==> config.mk <==
export PLATFORM = sky130hd
export DESIGN_NAME = alien_bomb
export DESIGN_NICKNAME = d
export VERILOG_FILES = /design/src/rtl/alien_bomb.sv
export SDC_FILE = /design/constraint.sdc
export NUM_CORES = 1
export LEC_CHECK = 0
export BUFFER_PORTS_ARGS = -buffer_cell sky130_fd_sc_hd__buf_4
export CELL_PAD_IN_SITES_DETAIL_PLACEMENT = 1
export CELL_PAD_IN_SITES_GLOBAL_PLACEMENT = 1
export CORE_ASPECT_RATIO = 1.5
export CORE_MARGIN = 3
export CORE_UTILIZATION = 49
export CTS_BUF_LIST = sky130_fd_sc_hd__clkbuf_2
export CTS_CLUSTER_SIZE = 25
export DETAILED_ROUTE_END_ITERATION = 10
export PLACE_DENSITY_LB_ADDON = 0.1
export SETUP_SLACK_MARGIN = 0.02
export SLEW_MARGIN = 10
export SYNTH_ARGS = -nofsm -noshare
export SYNTH_HDL_FRONTEND = slang
export SYNTH_SLANG_ARGS = --single-unit
==> constraint.sdc <==
create_clock -name pixel_clk -period 4.3 [get_ports pixel_clk]
set_clock_uncertainty 0.1 [all_clocks]
set_input_delay 0.215 -clock pixel_clk [delete_from_list [all_inputs] [get_ports pixel_clk]]
set_output_delay 0.215 -clock pixel_clk [all_outputs]
set_load 0.02 [all_outputs]
==> src/rtl/alien_bomb.sv <==
// Enemy bomb pool: requests shooters from the alien grid on an LFSR-jittered
// cooldown, drops bombs each frame, reports ship hits and draws the bomb layer.
//
// state  | meaning
// -------+------------------------------------------------------------
// S_COOL | counting down frames; waits for cooldown 0 and a free slot
// S_REQ  | shot_req high, waiting for shot_valid or shot_empty
module alien_bomb #(
  parameter int          NUM_BOMBS     = 4,
  parameter int          BOMB_SPEED    = 3,
  parameter int          BOMB_W        = 4,
  parameter int          BOMB_H        = 10,
  parameter int          COOLDOWN_MIN  = 30,
  parameter logic [5:0]  COOLDOWN_MASK = 6'h3F,
  parameter logic [15:0] LFSR_SEED     = 16'hACE1,
  parameter logic [23:0] BOMB_COLOR    = 24'hFF4000,
  parameter int          VRES          = 480,
  parameter int          PADDLE_W      = 32,
  parameter int          PADDLE_H      = 8
) (
  input  logic                  pixel_clk,
  input  logic                  rst,
  input  logic                  fsync,
  input  logic                  game_active,
  input  logic [11:0]           player_x,
  input  logic signed [11:0]    hpos,
  input  logic signed [11:0]    vpos,
  output logic                  shot_req,
  output logic [2:0]            shot_col,
  input  logic                  shot_valid,
  input  logic                  shot_empty,
  input  logic signed [11:0]    shot_x,
  input  logic signed [11:0]    shot_y,
  output logic [2:0][7:0]       pixel,
  output logic                  player_hit,
  output logic [NUM_BOMBS-1:0]  bombs_active
);

  localparam int IDX_W = (NUM_BOMBS > 1) ? $clog2(NUM_BOMBS) : 1;
  localparam logic [7:0] CD_MIN = 8'(COOLDOWN_MIN);

  // Geometry is compared in 14-bit signed so box edges never wrap.
  localparam logic signed [13:0] HALF_W  = 14'(BOMB_W / 2);
  localparam logic signed [13:0] BOX_H   = 14'(BOMB_H);
  localparam logic signed [13:0] SPEED   = 14'(BOMB_SPEED);
  localparam logic signed [13:0] VRES_S  = 14'(VRES);
  localparam logic signed [13:0] SHIP_HW = 14'(PADDLE_W / 2);
  localparam logic signed [13:0] SHIP_T  = 14'(VRES - PADDLE_H);
  localparam logic signed [13:0] SHIP_B  = 14'(VRES - 1);

  typedef enum logic {S_COOL, S_REQ} state_t;

  state_t               state, state_nx;
  logic [7:0]           cooldown, cd_dec;
  logic [15:0]          lfsr, lfsr_nx;
  logic signed [11:0]   bx [NUM_BOMBS];
  logic signed [11:0]   by [NUM_BOMBS];
  logic [NUM_BOMBS-1:0] hit_vec, bottom_vec, draw_vec;
  logic [IDX_W-1:0]     free_idx;
  logic                 free_any, take_shot;
  logic signed [13:0]   ship_l, ship_r;

  function automatic logic signed [13:0] sx(input logic signed [11:0] v);
    return {{2{v[11]}}, v};
  endfunction

  assign lfsr_nx   = {1'b0, lfsr[15:1]} ^ (lfsr[0] ? 16'hB400 : 16'h0000);
  assign cd_dec    = (fsync && cooldown != 8'd0) ? cooldown - 8'd1 : cooldown;
  assign free_any  = ~&bombs_active;
  assign take_shot = (state == S_REQ) && game_active && shot_valid;
  assign ship_l    = $signed({2'b00, player_x}) - SHIP_HW;
  assign ship_r    = $signed({2'b00, player_x}) + SHIP_HW;

  always_comb begin
    free_idx = '0;
    for (int i = NUM_BOMBS - 1; i >= 0; i--) begin
      if (!bombs_active[i]) free_idx = IDX_W'(i);
    end
  end

  always_comb begin
    hit_vec    = '0;
    bottom_vec = '0;
    draw_vec   = '0;
    for (int i = 0; i < NUM_BOMBS; i++) begin
      hit_vec[i] = bombs_active[i]
                   && (sx(bx[i]) - HALF_W <= ship_r) && (sx(bx[i]) + HALF_W >= ship_l)
                   && (sx(by[i]) <= SHIP_B) && (sx(by[i]) + BOX_H >= SHIP_T);
      bottom_vec[i] = (sx(by[i]) + SPEED >= VRES_S);
      draw_vec[i] = bombs_active[i]
                    && (sx(hpos) >= sx(bx[i]) - HALF_W) && (sx(hpos) <= sx(bx[i]) + HALF_W)
                    && (sx(vpos) >= sx(by[i])) && (sx(vpos) <= sx(by[i]) + BOX_H);
    end
  end

  assign pixel = (|draw_vec) ? BOMB_COLOR : 24'h000000;

  always_ff @(posedge pixel_clk) begin
    if (rst) state <= S_COOL;
    else     state <= state_nx;
  end

  always_comb begin
    state_nx = state;
    if (!game_active) begin
      state_nx = S_COOL;
    end else begin
      case (state)
        S_COOL: if (cd_dec == 8'd0 && free_any) state_nx = S_REQ;
        S_REQ:  if (shot_valid || shot_empty)   state_nx = S_COOL;
      endcase
    end
  end

  always_comb begin
    shot_req = (state == S_REQ);
  end

  always_ff @(posedge pixel_clk) begin
    if (rst) begin
      lfsr       <= LFSR_SEED;
      cooldown   <= CD_MIN;
      shot_col   <= '0;
      player_hit <= 1'b0;
    end else begin
      lfsr       <= lfsr_nx;
      player_hit <= game_active && fsync && (|hit_vec);
      if (!game_active) begin
        cooldown <= CD_MIN;
      end else if (state == S_REQ) begin
        if (shot_valid)      cooldown <= CD_MIN + {2'b00, lfsr[5:0] & COOLDOWN_MASK};
        else if (shot_empty) cooldown <= 8'd1;
      end else begin
        cooldown <= cd_dec;
        if (state_nx == S_REQ) shot_col <= lfsr[2:0];
      end
    end
  end

  // A freshly loaded slot is inactive before this edge, so the move loop never touches it.
  always_ff @(posedge pixel_clk) begin
    if (rst) begin
      bombs_active <= '0;
      for (int i = 0; i < NUM_BOMBS; i++) begin
        bx[i] <= '0;
        by[i] <= '0;
      end
    end else if (!game_active) begin
      bombs_active <= '0;
    end else begin
      if (fsync) begin
        for (int i = 0; i < NUM_BOMBS; i++) begin
          if (bombs_active[i]) begin
            if (hit_vec[i] || bottom_vec[i]) bombs_active[i] <= 1'b0;
            else                             by[i] <= by[i] + 12'(BOMB_SPEED);
          end
        end
      end
      if (take_shot) begin
        bombs_active[free_idx] <= 1'b1;
        bx[free_idx]           <= shot_x;
        by[free_idx]           <= shot_y;
      end
    end
  end

endmodule

# [Word-level counts from Yosys, hierarchy flattened]
# Memory sizes are Yosys's and may differ from the RTL's.
# Cells that the tools add are included.
[totals] register_bits=33 n_memories=2 out_inout_bits=33 mem_bits_rw=96 wordCells=189
[memory_table] name="bx" words=4 word_bits=12 rd=4 rd_clocked_by_memory_dff=0 write_ports=4 line="56" rtl="logic signed [11:0] bx [NUM_BOMBS];"
[memory_table] name="by" words=4 word_bits=12 rd=4 rd_clocked_by_memory_dff=0 write_ports=5 line="57" rtl="logic signed [11:0] by [NUM_BOMBS];"
[op_classes] muxes=57 order_cmp=38 eq_ne=1 addsub=24 bitwise=8 n_reduce_logical=53
[op_table] cell="$add A12 B3 Y13 const B" count=8
[op_table] cell="$ge A13 B10 Y1 const B" count=8
[op_table] cell="$le A12 B13 Y1" count=8
[op_table] cell="$add A12 B5 Y13 const B" count=5
[op_table] cell="$mux W12" count=5
[op_table] cell="$le A13 B14 Y1" count=4
[op_table] cell="$ge A12 B13 Y1" count=4
[op_table] cell="$ge A13 B13 Y1" count=4
[op_table] cell="$sub A12 B3 Y13 const B" count=4
[op_table] cell="$add A12 B3 Y12 const B" count=4
[op_table] cell="$ge A12 B12 Y1" count=4
[op_table] cell="$le A12 B10 Y1 const B" count=4
[op_table] cell="$logic_and A1 B1 Y1" count=39
[op_table] cell="$mux W1" count=35
[op_table] cell="$mux W8" count=4
[op_table] cell="$mux W24" count=1
[op_table] cell="$mux W16" count=1
[op_table] cell="$mux W4" count=4
[op_table] cell="$xor A15 B16 Y16" count=1
[op_table] cell="$sub A12 B5 Y13 const B" count=1
[op_table] cell="$reduce_or A12 Y1" count=1
[op_table] cell="$mux W2" count=5
[op_table] cell="$logic_not A8 Y1" count=1
[op_table] cell="$reduce_bool A8 Y1" count=1
[op_table] cell="16 further kinds" count=25

# [Depth between registers and ports, before layout]
# An unclocked memory read counts as a cell.
[logic_depth] depth_word=15 mapped_depth=18 depth_no_buf=16

# [Least setup slack after synthesis]
# Ideal clock, no wire load.
[synth_path] kind="register to register" startpoint="memory bx[3][3]" endpoint="memory by[3][0], enable pin" setup_slack_ns=0.629 required_time_ns=3.906 stages_incl_launch_ff=14 setup_time_ns=0.294 arrival_time_ns=3.277 synth_period_minus_slack_ns=3.671 cell_sequence="edfxtp_1 -> buf_2 -> nor4_1 -> nand2_1 -> or3_1 -> xnor2_1 -> ha_1 -> nand2_1 -> or4_1 -> o2111ai_1 -> a21oi_1 -> nor4_1 -> a211oi_2 -> a21o_1"
[synth_lines] item="start, declared" line="56"
[synth_lines] item="end, declared" line="57"

==> results <==
- The final core utilization is around three fifths.
- The routed layout has between 15k and 20k vias.
- The TritonCTS clock tree is built.
- During synthesis, Yosys emitted a total of 0 warnings.
- The area of the die is around 35,000 um2.
- After global routing the overflow that remains totals 0.
- The final number of max-transition violations is 0.
- Derived from the worst setup path, the maximum achievable clock frequency is approximately 0.20 GHz.
- Relative to the synthesized area, the layout overhead comes to 16.0%.
- The worst setup path is launched from a flip-flop.
- In the routed design, unresolved DRC markers number 0.
- Setup repair after global routing could not meet its margin everywhere.
- Dividing the detail-routed wire length by the instance count gives ~25 um.
- STA puts the critical path data required time at 3.98 ns.
- The die is around 230 um tall.
- Summing the sequential cell areas from Yosys gives 21.9% of the chip area.
- The largest individual stage delay along the critical path comes from the cell sky130_fd_sc_hd__edfxtp_1.
- The hold slack is 0.175 ns.
- The filler cells instantiated in the layout total slightly below 4k.
- The HPWL after detailed placement is slightly below 50,000 um.
- The tool flagged a number of max-cap violations equal to 0.
- The critical path capture point type is an output pin.
- The normalized max-slew margin is around 22%.
- The min-delay analysis places its worst path in the category input pin to flip-flop.
- The source-to-sink clock delay at the later pin of the worst-skew pair is between 0.8 and 0.9 ns.
- The number of buffers and inverters on the critical path is 6.
- The maximum number of pins on one net before global-route repair is 28.
- The number of nets with antenna violations after routing is 0.
- The number of port buffers is 83.
- The post-synthesis cell area is roughly 16,000 um2.
- The cell area reported after detailed placement is 17,200 um2.
- In the synthesized netlist the async set-or-reset flop fraction comes to 0%.
- The net count of the finished layout is between 2k and 3k.
- The distinct cell type count after synthesis is 93.
- 99 I/O pins were placed.
- After floorplanning, the core was sized to cover 32,100 um2.
- The congestion estimate from routability-driven global placement came to 0.987.
- The checks that failed: setup timing.
- The completed layout was analyzed and its total power is ~3.5 mW.
- Buffers inserted during clock tree synthesis total 17.
- For this design, the sink count on the clock tree is approximately 130.
- Synthesis produced a netlist whose cell count is roughly 2k.
- The setup slack of the critical path after layout is -0.629 ns.
- Clock-pin slew was measured on the worst setup and hold paths at between 0.2 and 0.25 ns.
- A synthesized cell averages just over 8 um2.
- The initial antenna violation count was 2.
- The critical path start-end classification is flip-flop to output pin.
- The tree is rooted in a sky130_fd_sc_hd__clkbuf_2.
- The worst endpoint data arrival time is around 4.6 ns.
- For this design the ratio of total power to cell area is about 190 nW/um2.
- In this design, the stage delay of the slowest critical-path cell is ~0.47 ns.
- The horizontal die dimension is about 150 um.
- The fraction of layout cells with a size suffix above 1 is 15.9%.
- Global routing consumed, over all layers together, 34.7% of the routing resources.
- Summing all flip-flop and latch instances after layout gives 3540 um2.
- The final period demand of the worst path is between 4 and 5 ns.
- The total of flip-flops plus latches after synthesis is between 100 and 150.
- The detailed router finished its first iteration with between 900 and 1k violations.
- On the critical path the largest part of the delay comes from simple AND/OR/NAND/NOR gates.
- After floorplanning, the core was divided into 80 placement rows.
- The final-report hold violation count is 0.
- The maximum number of buffers from clock root to sink is 2.
- Using the TritonRoute via totals, the vias-per-cell ratio works out to ~6.2.
- For this block, the routed nets add up to 63,700 um of wire.
- The number of global-route vias before repair is 17.0k.
- The most used cell along the critical path is sky130_fd_sc_hd__buf_4.
- In the synthesized netlist the dominant register cell turns out to be sky130_fd_sc_hd__edfxtp_1.
- Before CTS, the worst setup slack after placement is -0.0398 ns.
- The flow ran to the end, but the final reports show violations.
- The number of flops mapped to enable cells by yosys is between 90 and 100.
- Setup violations remaining at the end of the flow were counted as 9.
- The static power due to leakage is roughly 8.1 nW.
- The global-route wire length before repair is ~95,000 um.
- The H-tree depth is 4.
- The effective utilization at floorplan is between 50% and 60%.
- The final critical path takes up 115% of the cycle.
- Summing all multi-input logic gate instances after layout gives 11,900 um2.
- Once layout is done, the placed cells without fillers occupy around 19,000 um2.
- Of all nets on the critical path, the largest fanout is 5.
- Before antenna repair, the detailed router went through 5 iterations.
- The highest ir drop seen on vdd is between 0.15 and 0.2 mV.
- Walking the worst path, the cells encountered are buf_6, nor4_4, nand2_2, buf_4, buf_4, xnor2_2, inv_1, ha_1, nand4_1, nor3_2, a21o_1, a31oi_2, mux2_4, nand2_2, o211ai_1, buf_4, a31o_4, buf_6.
- The slew at the pin closest to its max-slew limit is between 1 and 1.5 ns.
[worst paths after layout]
path	start	end	slack, ns	cells past startpoint
max	bx[0][3]	pixel[19]	-0.63	18
min reg2reg	lfsr[8]	lfsr[7]	0.34	1
min	shot_y[0]	by[3][0]	0.17	4
max reg2reg	bx[0][3]	by[0][10]	0.05	14
[cell usage after synthesis (8+ instances only)]
library cell	n	area share (%)
sky130_fd_sc_hd__xnor2_1	120	6.5
sky130_fd_sc_hd__clkbuf_1	38	0.88
sky130_fd_sc_hd__a21o_1	34	1.6
sky130_fd_sc_hd__xor2_1	44	2.4
sky130_fd_sc_hd__or3_1	11	0.43
sky130_fd_sc_hd__edfxtp_1	96	18
sky130_fd_sc_hd__nor3_1	51	1.6
sky130_fd_sc_hd__inv_1	192	4.5
sky130_fd_sc_hd__nand2b_1	20	0.77
sky130_fd_sc_hd__nand3_1	82	2.5
sky130_fd_sc_hd__o21ai_0	104	3.2
sky130_fd_sc_hd__a31oi_1	20	0.77
sky130_fd_sc_hd__nor4_1	21	0.81
sky130_fd_sc_hd__o2111ai_1	10	0.54
sky130_fd_sc_hd__mux2i_1	9	0.56
sky130_fd_sc_hd__and2_1	9	0.35
sky130_fd_sc_hd__or2_2	11	0.43
sky130_fd_sc_hd__buf_2	17	0.53
sky130_fd_sc_hd__ha_1	307	24
sky130_fd_sc_hd__nand4_1	44	1.7
sky130_fd_sc_hd__buf_4	28	1.3
sky130_fd_sc_hd__a21oi_1	84	2.6
sky130_fd_sc_hd__and3_1	17	0.66
sky130_fd_sc_hd__nand3b_1	9	0.42
sky130_fd_sc_hd__a211oi_1	17	0.79
sky130_fd_sc_hd__o21ai_1	29	0.90
sky130_fd_sc_hd__nand2_1	165	3.8
sky130_fd_sc_hd__o221ai_1	8	0.43
sky130_fd_sc_hd__o211ai_1	15	0.70
sky130_fd_sc_hd__nor2_1	147	3.4
sky130_fd_sc_hd__dfxtp_1	33	4.1
sky130_fd_sc_hd__o21a_1	15	0.70
sky130_fd_sc_hd__nor2b_1	20	0.77
[sequential cells by signal (all words and copies together) (netlist names)]
signal and flops:
bombs_active 4, bx 48, by 48, cooldown 8, lfsr 16, player_hit 1
shot_col 3, shot_req 1
[layer usage]
metal	global-route usage, %	vias to the layer above	share of wire, %
li1	-	7382	-
met1	36.1	7843	36
met4	25.9	0	9.3
met5	0	-	0
met2	62.7	531	51
met3	4.58	261	4.3
[per-stage QoR]
step | setup TNS [ns] | instances
global route | -7.76 | 2565
CTS | -3.06 | 2530
global placement | 0 | 2431
floorplan | 0 | 1979
finish | -5.63 | 2565
detailed placement | -0.304 | 2431
[layout by cell type (no fill, tap or decap), drive strengths merged, types with 15 or more instances in the layout]
cell type	n
clkbuf	20
nand2b	20
nor4	24
nand4	44
dfxtp	33
a31oi	20
nand2	165
conb	15
a21oi	86
dlygate4sd3	29
ha	307
nor3	53
o211ai	15
o21a	15
a211oi	20
a21o	34
edfxtp	96
buf	201
inv	195
nand3	83
nor2	149
and3	18
o21ai	134
xor2	44
nor2b	20
xnor2	120
[worst register-to-register path, cell delays in order (launching register included)]
cell                       delay, ns
sky130_fd_sc_hd__edfxtp_1       0.47
sky130_fd_sc_hd__buf_6          0.15
sky130_fd_sc_hd__nor4_4         0.38
sky130_fd_sc_hd__nand2_2        0.16
sky130_fd_sc_hd__nor3_4         0.28
sky130_fd_sc_hd__xor2_2         0.25
sky130_fd_sc_hd__buf_4          0.16
sky130_fd_sc_hd__buf_4          0.09
sky130_fd_sc_hd__ha_1           0.24
sky130_fd_sc_hd__a211oi_2       0.27
sky130_fd_sc_hd__nand2_1        0.09
sky130_fd_sc_hd__o311ai_1       0.28
sky130_fd_sc_hd__o211ai_1       0.13
sky130_fd_sc_hd__or3b_2         0.57
sky130_fd_sc_hd__a31o_4         0.35
[kinds of logic (layout without fill, tap and decap cells)]
group                      count (synthesis)  in the layout  synth area share, %
other                                      1             17               0.0232
buffers and inverters                    284            457                 7.62
adders and majority gates                307            307                 23.8
muxes                                     11             11                0.697
and+or+nand+nor                          656            656                 20.5
xor gates and xnor gates                 164            164                 8.90
AOI/OAI and AO/OA                        413            414                 16.5
DFF                                      129            129                 21.9
[what timing repair did]
action                     in CTS  in global routing
hold endpoints to repair      154                  0
setup buffers                  37                 33
resized for setup              60                 37
gates cloned                    1                  0
pin swaps                      21                 16
hold buffers                   29                  0
setup endpoints to repair       9                 78
[final cells by class]
type | instances | area share, %
clock inverter | 12 | 0.748
multi-input combinational | 1567 | 63.3
inverter | 195 | 3.91
clock buffer | 20 | 0.534
antenna | 2 | 0.0267
timing repair buffer | 230 | 9.85
sequential | 129 | 18.9
tap | 410 | 2.74
[report_power, final]
part	internal (mW)	switching (mW)	leakage, nW
Combinational	0.497	0.716	6.65
Clock	0.327	0.517	0.160
Sequential	1.38	0.0645	1.26
Note: power is estimated with default switching activity, not from simulation.
